**config.mk**
```make
export PLATFORM = sky130hd
export DESIGN_NAME = addsub_range_acc
export DESIGN_NICKNAME = d
export VERILOG_FILES = /design/src/rtl/addsub_range_acc.sv
export SDC_FILE = /design/constraint.sdc
export NUM_CORES = 1
export LEC_CHECK = 0
export ABC_AREA = 1
export CORE_MARGIN = 1
export CORE_UTILIZATION = 40
export CTS_CLUSTER_SIZE = 20
export DETAILED_ROUTE_END_ITERATION = 16
export PLACE_DENSITY = 0.73
export SLEW_MARGIN = 20
export SYNTH_ARGS = -nofsm -noshare
export SYNTH_HDL_FRONTEND = slang
export SYNTH_SLANG_ARGS = --single-unit
```
**constraint.sdc**
```tcl
create_clock -name clk -period 2.35 [get_ports clk]
set_input_delay 0.3525 -clock clk [delete_from_list [all_inputs] [get_ports clk]]
set_output_delay 0.3525 -clock clk [all_outputs]
set_load 0.005 [all_outputs]
```
**src/rtl/addsub_range_acc.sv**
```systemverilog
// ----------------------------------------------------------------------------
// addsub_range_acc
//   Signed add/subtract accumulator that keeps its value within 0..RANGE-1.
//   Each accepted command forms val +/- mag in a signed INT_W accumulator.
//   That raw sum is then range-fixed in one of two ways:
//     - wrap mode (mode=0): add or subtract RANGE once per cycle until the
//       sum is in range. This takes several cycles.
//     - saturate mode (mode=1): clamp to 0..RANGE-1 in a single cycle.
//
// Optional build macro:
//   ADDSUB_WRAP_COUNT_EN - adds the wrap_cnt output. It is a signed 8-bit
//                          count of wrap-mode reductions: +1 for each RANGE
//                          subtracted, -1 for each RANGE added.
//
// Ports:
//   clk        in   sole clock, rising edge
//   rst        in   asynchronous active-high reset
//   en         in   command valid; taken only while in_ready=1
//   mag        in   [MAG_W-1:0] unsigned command magnitude
//   dir        in   0 = add, 1 = subtract
//   mode       in   0 = wrap, 1 = saturate (latched at acceptance)
//   in_ready   out  idle and able to accept a command
//   val        out  [VAL_W-1:0] bounded accumulated value
//   val_valid  out  one-cycle pulse when val updates
//   range_hit  out  pulses with val_valid if any wrap/clamp occurred
//   int_watch  out  [INT_W-1:0] signed raw sum of last accepted command
//   wrap_cnt   out  [7:0] signed wrap counter (ADDSUB_WRAP_COUNT_EN only)
// ----------------------------------------------------------------------------
module addsub_range_acc #(
  parameter int MAG_W = 10,
  parameter int VAL_W = 7,
  parameter int RANGE = 100,
  parameter int INT_W = 12
) (
  input  logic               clk,
  input  logic               rst,
  input  logic               en,
  input  logic [MAG_W-1:0]   mag,
  input  logic               dir,
  input  logic               mode,
  output logic               in_ready,
  output logic [VAL_W-1:0]   val,
  output logic               val_valid,
  output logic               range_hit,
  output logic [INT_W-1:0]   int_watch
`ifdef ADDSUB_WRAP_COUNT_EN
  ,
  output logic signed [7:0]  wrap_cnt
`endif
);

  typedef enum logic {IDLE, FIX} state_t;

  localparam logic signed [INT_W-1:0] RANGE_S = INT_W'(RANGE);
  localparam logic [VAL_W-1:0]        VAL_MAX = VAL_W'(RANGE - 1);

  state_t                   state_reg, state_next;
  logic signed [INT_W-1:0]  acc_reg, acc_next;
  logic [VAL_W-1:0]         val_reg, val_next;
  logic [INT_W-1:0]         int_watch_reg, int_watch_next;
  logic                     mode_reg, mode_next;
  logic                     hit_reg, hit_next;
  logic                     val_valid_reg, val_valid_next;
  logic                     range_hit_reg, range_hit_next;
`ifdef ADDSUB_WRAP_COUNT_EN
  logic signed [7:0]        wrap_cnt_reg, wrap_cnt_next;
`endif

  // val is never negative, so it is zero-extended into the signed domain.
  logic signed [INT_W-1:0]  val_ext, mag_ext, sum;
  logic                     acc_neg, acc_over;

  assign val_ext = signed'({{(INT_W-VAL_W){1'b0}}, val_reg});
  assign mag_ext = signed'({{(INT_W-MAG_W){1'b0}}, mag});
  assign sum     = dir ? (val_ext - mag_ext) : (val_ext + mag_ext);

  assign acc_neg  = acc_reg[INT_W-1];
  assign acc_over = !acc_neg && (acc_reg >= RANGE_S);

  always_comb begin
    state_next     = state_reg;
    acc_next       = acc_reg;
    val_next       = val_reg;
    int_watch_next = int_watch_reg;
    mode_next      = mode_reg;
    hit_next       = hit_reg;
    val_valid_next = 1'b0;
    range_hit_next = 1'b0;
`ifdef ADDSUB_WRAP_COUNT_EN
    wrap_cnt_next  = wrap_cnt_reg;
`endif
    case (state_reg)
      IDLE: begin
        if (en) begin
          acc_next       = sum;
          int_watch_next = sum;
          mode_next      = mode;
          hit_next       = 1'b0;
          state_next     = FIX;
        end
      end
      FIX: begin
        if (mode_reg) begin
          // Saturate: one cycle, clamp to the range limits.
          if (acc_neg) begin
            val_next = '0;
          end else if (acc_over) begin
            val_next = VAL_MAX;
          end else begin
            val_next = acc_reg[VAL_W-1:0];
          end
          range_hit_next = acc_neg | acc_over;
          val_valid_next = 1'b1;
          state_next     = IDLE;
        end else if (acc_over) begin
          // Wrap: one RANGE correction per cycle until in range.
          acc_next = acc_reg - RANGE_S;
          hit_next = 1'b1;
`ifdef ADDSUB_WRAP_COUNT_EN
          wrap_cnt_next = wrap_cnt_reg + 8'sd1;
`endif
        end else if (acc_neg) begin
          acc_next = acc_reg + RANGE_S;
          hit_next = 1'b1;
`ifdef ADDSUB_WRAP_COUNT_EN
          wrap_cnt_next = wrap_cnt_reg - 8'sd1;
`endif
        end else begin
          val_next       = acc_reg[VAL_W-1:0];
          val_valid_next = 1'b1;
          range_hit_next = hit_reg;
          state_next     = IDLE;
        end
      end
      default: state_next = IDLE;
    endcase
  end

  always_ff @(posedge clk or posedge rst) begin
    if (rst) begin
      state_reg     <= IDLE;
      acc_reg       <= '0;
      val_reg       <= '0;
      int_watch_reg <= '0;
      mode_reg      <= 1'b0;
      hit_reg       <= 1'b0;
      val_valid_reg <= 1'b0;
      range_hit_reg <= 1'b0;
`ifdef ADDSUB_WRAP_COUNT_EN
      wrap_cnt_reg  <= '0;
`endif
    end else begin
      state_reg     <= state_next;
      acc_reg       <= acc_next;
      val_reg       <= val_next;
      int_watch_reg <= int_watch_next;
      mode_reg      <= mode_next;
      hit_reg       <= hit_next;
      val_valid_reg <= val_valid_next;
      range_hit_reg <= range_hit_next;
`ifdef ADDSUB_WRAP_COUNT_EN
      wrap_cnt_reg  <= wrap_cnt_next;
`endif
    end
  end

  assign in_ready  = (state_reg == IDLE);
  assign val       = val_reg;
  assign val_valid = val_valid_reg;
  assign range_hit = range_hit_reg;
  assign int_watch = int_watch_reg;
`ifdef ADDSUB_WRAP_COUNT_EN
  assign wrap_cnt  = wrap_cnt_reg;
`endif

endmodule

```
## Word level (Yosys, flattened, before mapping)

Cells that the tools add are included.

- Bits of input ports: 15
- Register bits: 36
- Logic and storage cells: 56

- $lt $le $gt $ge: 1
- Multiplexer cells: 29
- Bitwise gates (word level): 2
- Equality and inequality tests: 5
- Reduce and logical (&&, ||, !) cells: 6
- $add $sub $neg: 4

Operator list:

| cell | number |
|---|---|
| $mux 12 | 5 |
| $mux 7 | 5 |
| $pmux 12 s2 | 1 |
| $mux 1 | 16 |
| $add 12x8->12 const B | 1 |
| $ge 12x8->1 const B | 1 |
| $sub 12x8->12 const B | 1 |
| $add 7x10->11 | 1 |
| $sub 7x10->11 | 1 |
| $ne 2x2->1 const B | 3 |
| $reduce_and 3->1 | 2 |
| $pmux 1 s2 | 2 |
| $reduce_and 2->1 | 2 |
| $ne 3x1->1 const B | 1 |
| $ne 2x1->1 const B | 1 |
| $logic_and 1x1->1 | 1 |
| $logic_not 1->1 | 1 |
| $not 1->1 | 1 |
| $or 1x1->1 | 1 |

## Logic depth before layout (Yosys ltp)

- Word-level depth: 5
- Gate-level depth with buffers: 15
- Gate-level depth less buffers: 15

## Worst setup path after synthesis

OpenSTA, ideal clock, no wires.

- Kind: flip-flop to flip-flop
- From: register val_reg[0], in the netlist val[0]
- To: register acc_reg[8]
- Slack: 0.583 ns
- Cell stages (with the launch flop): 14
- Library setup time: 0.117 ns
- Required time: 2.233 ns
- Arrival: 1.650 ns
- Path through: dfrtp_1 > inv_1 > ha_1 > inv_1 > fa_1 > nand3_1 > nand3_1 > nand3_1 > and2_1 > nand2_1 > nand2_1 > nand3_1 > nand2_1 > nand2_1

- Cells in the longest elaborated chain, start to end: 4
- Elaborated cells on any way between the ends: 5
- Classes of those cells: add/sub: 2; mux: 3

RTL lines:

| element | line | text |
|---|---|---|
| from (decl) | 59 | `logic [VAL_W-1:0] val_reg, val_next;` |
| from (signal assigned) | 155 | `val_reg <= val_next;` |
| $add 7x10->11 / $sub 7x10->11 (equally long branches) | 75 | `assign sum = dir ? (val_ext - mag_ext) : (val_ext + mag_ext);` |
| $mux 12 (*) | 75 |  |
| $mux 12 (*) | 94 | `if (en) begin` |
| $pmux 12 s2 (*) | 92 | `case (state_reg)` |
| to (signal assigned) | 154 | `acc_reg <= acc_next;` |
| to (decl) | 58 | `logic signed [INT_W-1:0] acc_reg, acc_next;` |

Mark *: on every way between the ends. The rest lies on a longest branch, timed or not. The select of a mux whose other input is x is not followed.
A chain may end at the register's enable or synchronous reset.

## Worst setup path after layout

- From: register acc_reg[2]
- To: register acc_reg[7]

- Cells in the longest elaborated chain, start to end: 5
- Elaborated cells on any way between the ends: 10
- Classes of those cells: add/sub: 2; order compare: 1; eq/ne: 1; mux: 4; reduce/logical: 2

RTL lines:

| element | line | text |
|---|---|---|
| $add 12x8->12 / $ge 12x8->1 (equally long branches) | 123, 78 |  |
| $mux 12 / $logic_and 1x1->1 (equally long branches) | 122, 78 |  |
| $mux 12 | 115 | `end else if (acc_over) begin` |
| $mux 12 | 103 | `if (mode_reg) begin` |
| $pmux 12 s2 | 92 |  |

Parallel ways exist; a longest one is shown, timed or not. The select of a mux whose other input is x is not followed.

==> run metrics <==
outcome=finished, final reports clean; latest clock arrival within the worst-skew pair=slightly below 0.3 ns; Required @ worst endpoint=~2.5 ns; DR iter-0 viols=183; IO Pins=37; ANT nets after route=0; fin crit period=2.11 ns; FMAX=474 MHz; Vert. Die Dim=87.9 µm; CP Max Fanout=13; fin worst setup slack=about 0.24 ns; die width=87.9 µm; Worst setup SP type=flip-flop; vias in the first global route=approximately 2800; cell leakage power=1.88 nW; ranking of synthesized cells by area=dfrtp_1 (31%), nand2_1 (21%), nand3_1 (7.8%); placed cell count=around 580; Syn Inst Count=roughly 450; Layout Cells excl Fill=approximately 590; total CTS buffers=5; Async SR Flop Fraction=1.00; first-pass GRT wire length=13400 µm; GRT Total Usage=0.225; row count=30; commonest non-fill, non-tap cell in the layout=nand2_1; final slew viol count=0; Placer Congestion=roughly 0.86; clock root cell=clkbuf_8; DR vias=2970; Crit. End Element=flip-flop; initial antenna violation count=0; die footprint=0.00773 mm²; clk buf depth=2; Crit Path Class=reg -> reg; Seq cells post-synth=36; Place WS=-0.0114 ns; area of the core=just under 0.007 mm²; post-synthesis cell area=around 0.0030 mm²; # setup viols final=0; Sink Count=36; vias per inst=5.02; nets@finish=529; RSZ-0062 raised after global routing=false; Unique masters post-synth=36; Crit Reg-Reg Startpoint=acc_reg[2]; most frequent cells in the layout=nand2_1 (168), inv_1 (56), nand3_1 (46); FF-to-FF End=acc_reg[7]; Worst-path clk slew=0.08 ns; Area growth, synth to finish=20.3%; Worst R2R Path Depth=13; Post-synth EDFFs=0; Setup Buffers After CTS=0; Max VDD drop=between 0.6 and 0.7 mV; syn_nets=486; final hold viol count=0; first drt pass iteration count=4; CTS Hold Bufs=0; Synth area leader=dfrtp_1; largest net degree at the start of global routing=37; Max Cap Viol=0; CTS tree=yes; layout cells sized above 1=0.0827; Routed WL per cell=13.5 µm; Synth Area per Inst=approximately 6.5 µm²; Routed Wire Length=7980 µm; final clock period utilization by the worst path=0.898; CTS resizes=0; WP data arrival=roughly 2.3 ns; H-tree levels=2; antenna cells=0; HPWL after detailed placement=~6300 µm; Synth warnings=0; starting density of the core=0.425; Filler cells=just over 700; register area share after synthesis=0.305; worst hold path class=in -> async; setup slack, reg-to-reg=approximately 0.24 ns; Primary FF master, synth=dfrtp_1; Power Density=about 1400 mW/mm²; Worst slew margin=0.695; total grt overflow=0; # port buffers=36; Fin Clk Skew=roughly 0.0055 ns; Synth top area share=0.305; Worst Max-Slew Pin Slew=0.457 ns; DRC Markers=0
[area by class of cell]
type                       instances  area, µm²  share of cell area
timing repair buffer              47        443               0.125
tap                               96        120              0.0338
clock inverter                     3       42.5              0.0120
multi-input combinational        342       1730               0.487
sequential                        36        901               0.254
clock buffer                       5       68.8              0.0194
inverter                          63        245              0.0691
[critical path: stages, from the launching register on]
cell     delay, ns
dfrtp_1       0.43
inv_1         0.16
ha_1          0.25
nand2_2       0.08
nand2_2       0.08
nand3_2       0.12
nor2_4        0.18
nand3_4       0.14
nand2_4       0.19
inv_2         0.13
nand2_1       0.09
inv_1         0.04
nand2_1       0.05
nand2_1       0.04
[power by group]
part	switching [W]	internal, W	total, W
Combinational	0.00176	0.00123	0.00298
Clock	0.000239	0.000314	0.000553
Sequential	0.000406	0.000929	0.00133
Total	0.00240	0.00247	0.00487
[cells in the mapped netlist (all sizes together) (3+ instances only)]
cell / number
nand2: 175
inv: 60
nand3: 48
dfrtp: 36
o21ai: 32
nor2: 31
a21oi: 18
ha: 17
buf: 9
clkinv: 3
nor3: 3
[stage by stage]
step	cell area (µm²)	setup TNS, ns	total power (W)	util	hold WS (ns)
after floorplan	2950	0	0.00331	-	0.462
after global placement	3440	0	0.00421	0.495	0.463
after detailed placement	3440	-0.0114	0.00429	0.495	0.471
after CTS	3550	0	0.00486	0.511	0.490
after global routing	3550	0	0.00533	0.511	0.513
final	3550	0	0.00487	0.511	0.471
[metal layers]
metal,global-route usage,wire length [µm],vias to the layer above
li1,-,-,1512
met1,0.314,3980,1385
met2,0.363,3610,63
met3,0.0311,266,10
met4,0.0596,125,0
met5,0,0,-
[cell families (layout without fill, tap and decap cells)]
| logic type | count (synthesis) | in the layout | share of synthesized area |
|---|---|---|---|
| fa+ha+maj | 19 | 19 | 0.0856 |
| buf+inv | 74 | 118 | 0.109 |
| xor+xnor | 3 | 3 | 0.00890 |
| compound gates | 55 | 55 | 0.0983 |
| flops | 36 | 36 | 0.305 |
| simple gates | 265 | 265 | 0.393 |
[how the worst max path moves through the flow]
stage          cells after the start  startpoint  slack [ns]         end
2_1_floorplan                     13      val[0]        0.58  acc_reg[8]
3_3_place_gp                      12      mag[2]        0.04  acc_reg[9]
3_5_place_dp                      14      mag[0]       -0.01  acc_reg[6]
4_1_cts                           13  acc_reg[2]        0.25  acc_reg[7]
5_1_grt                           13  acc_reg[2]       0.003  acc_reg[7]
6_report                          13  acc_reg[2]        0.24  acc_reg[7]
Note: power is estimated with default switching activity, not from simulation.
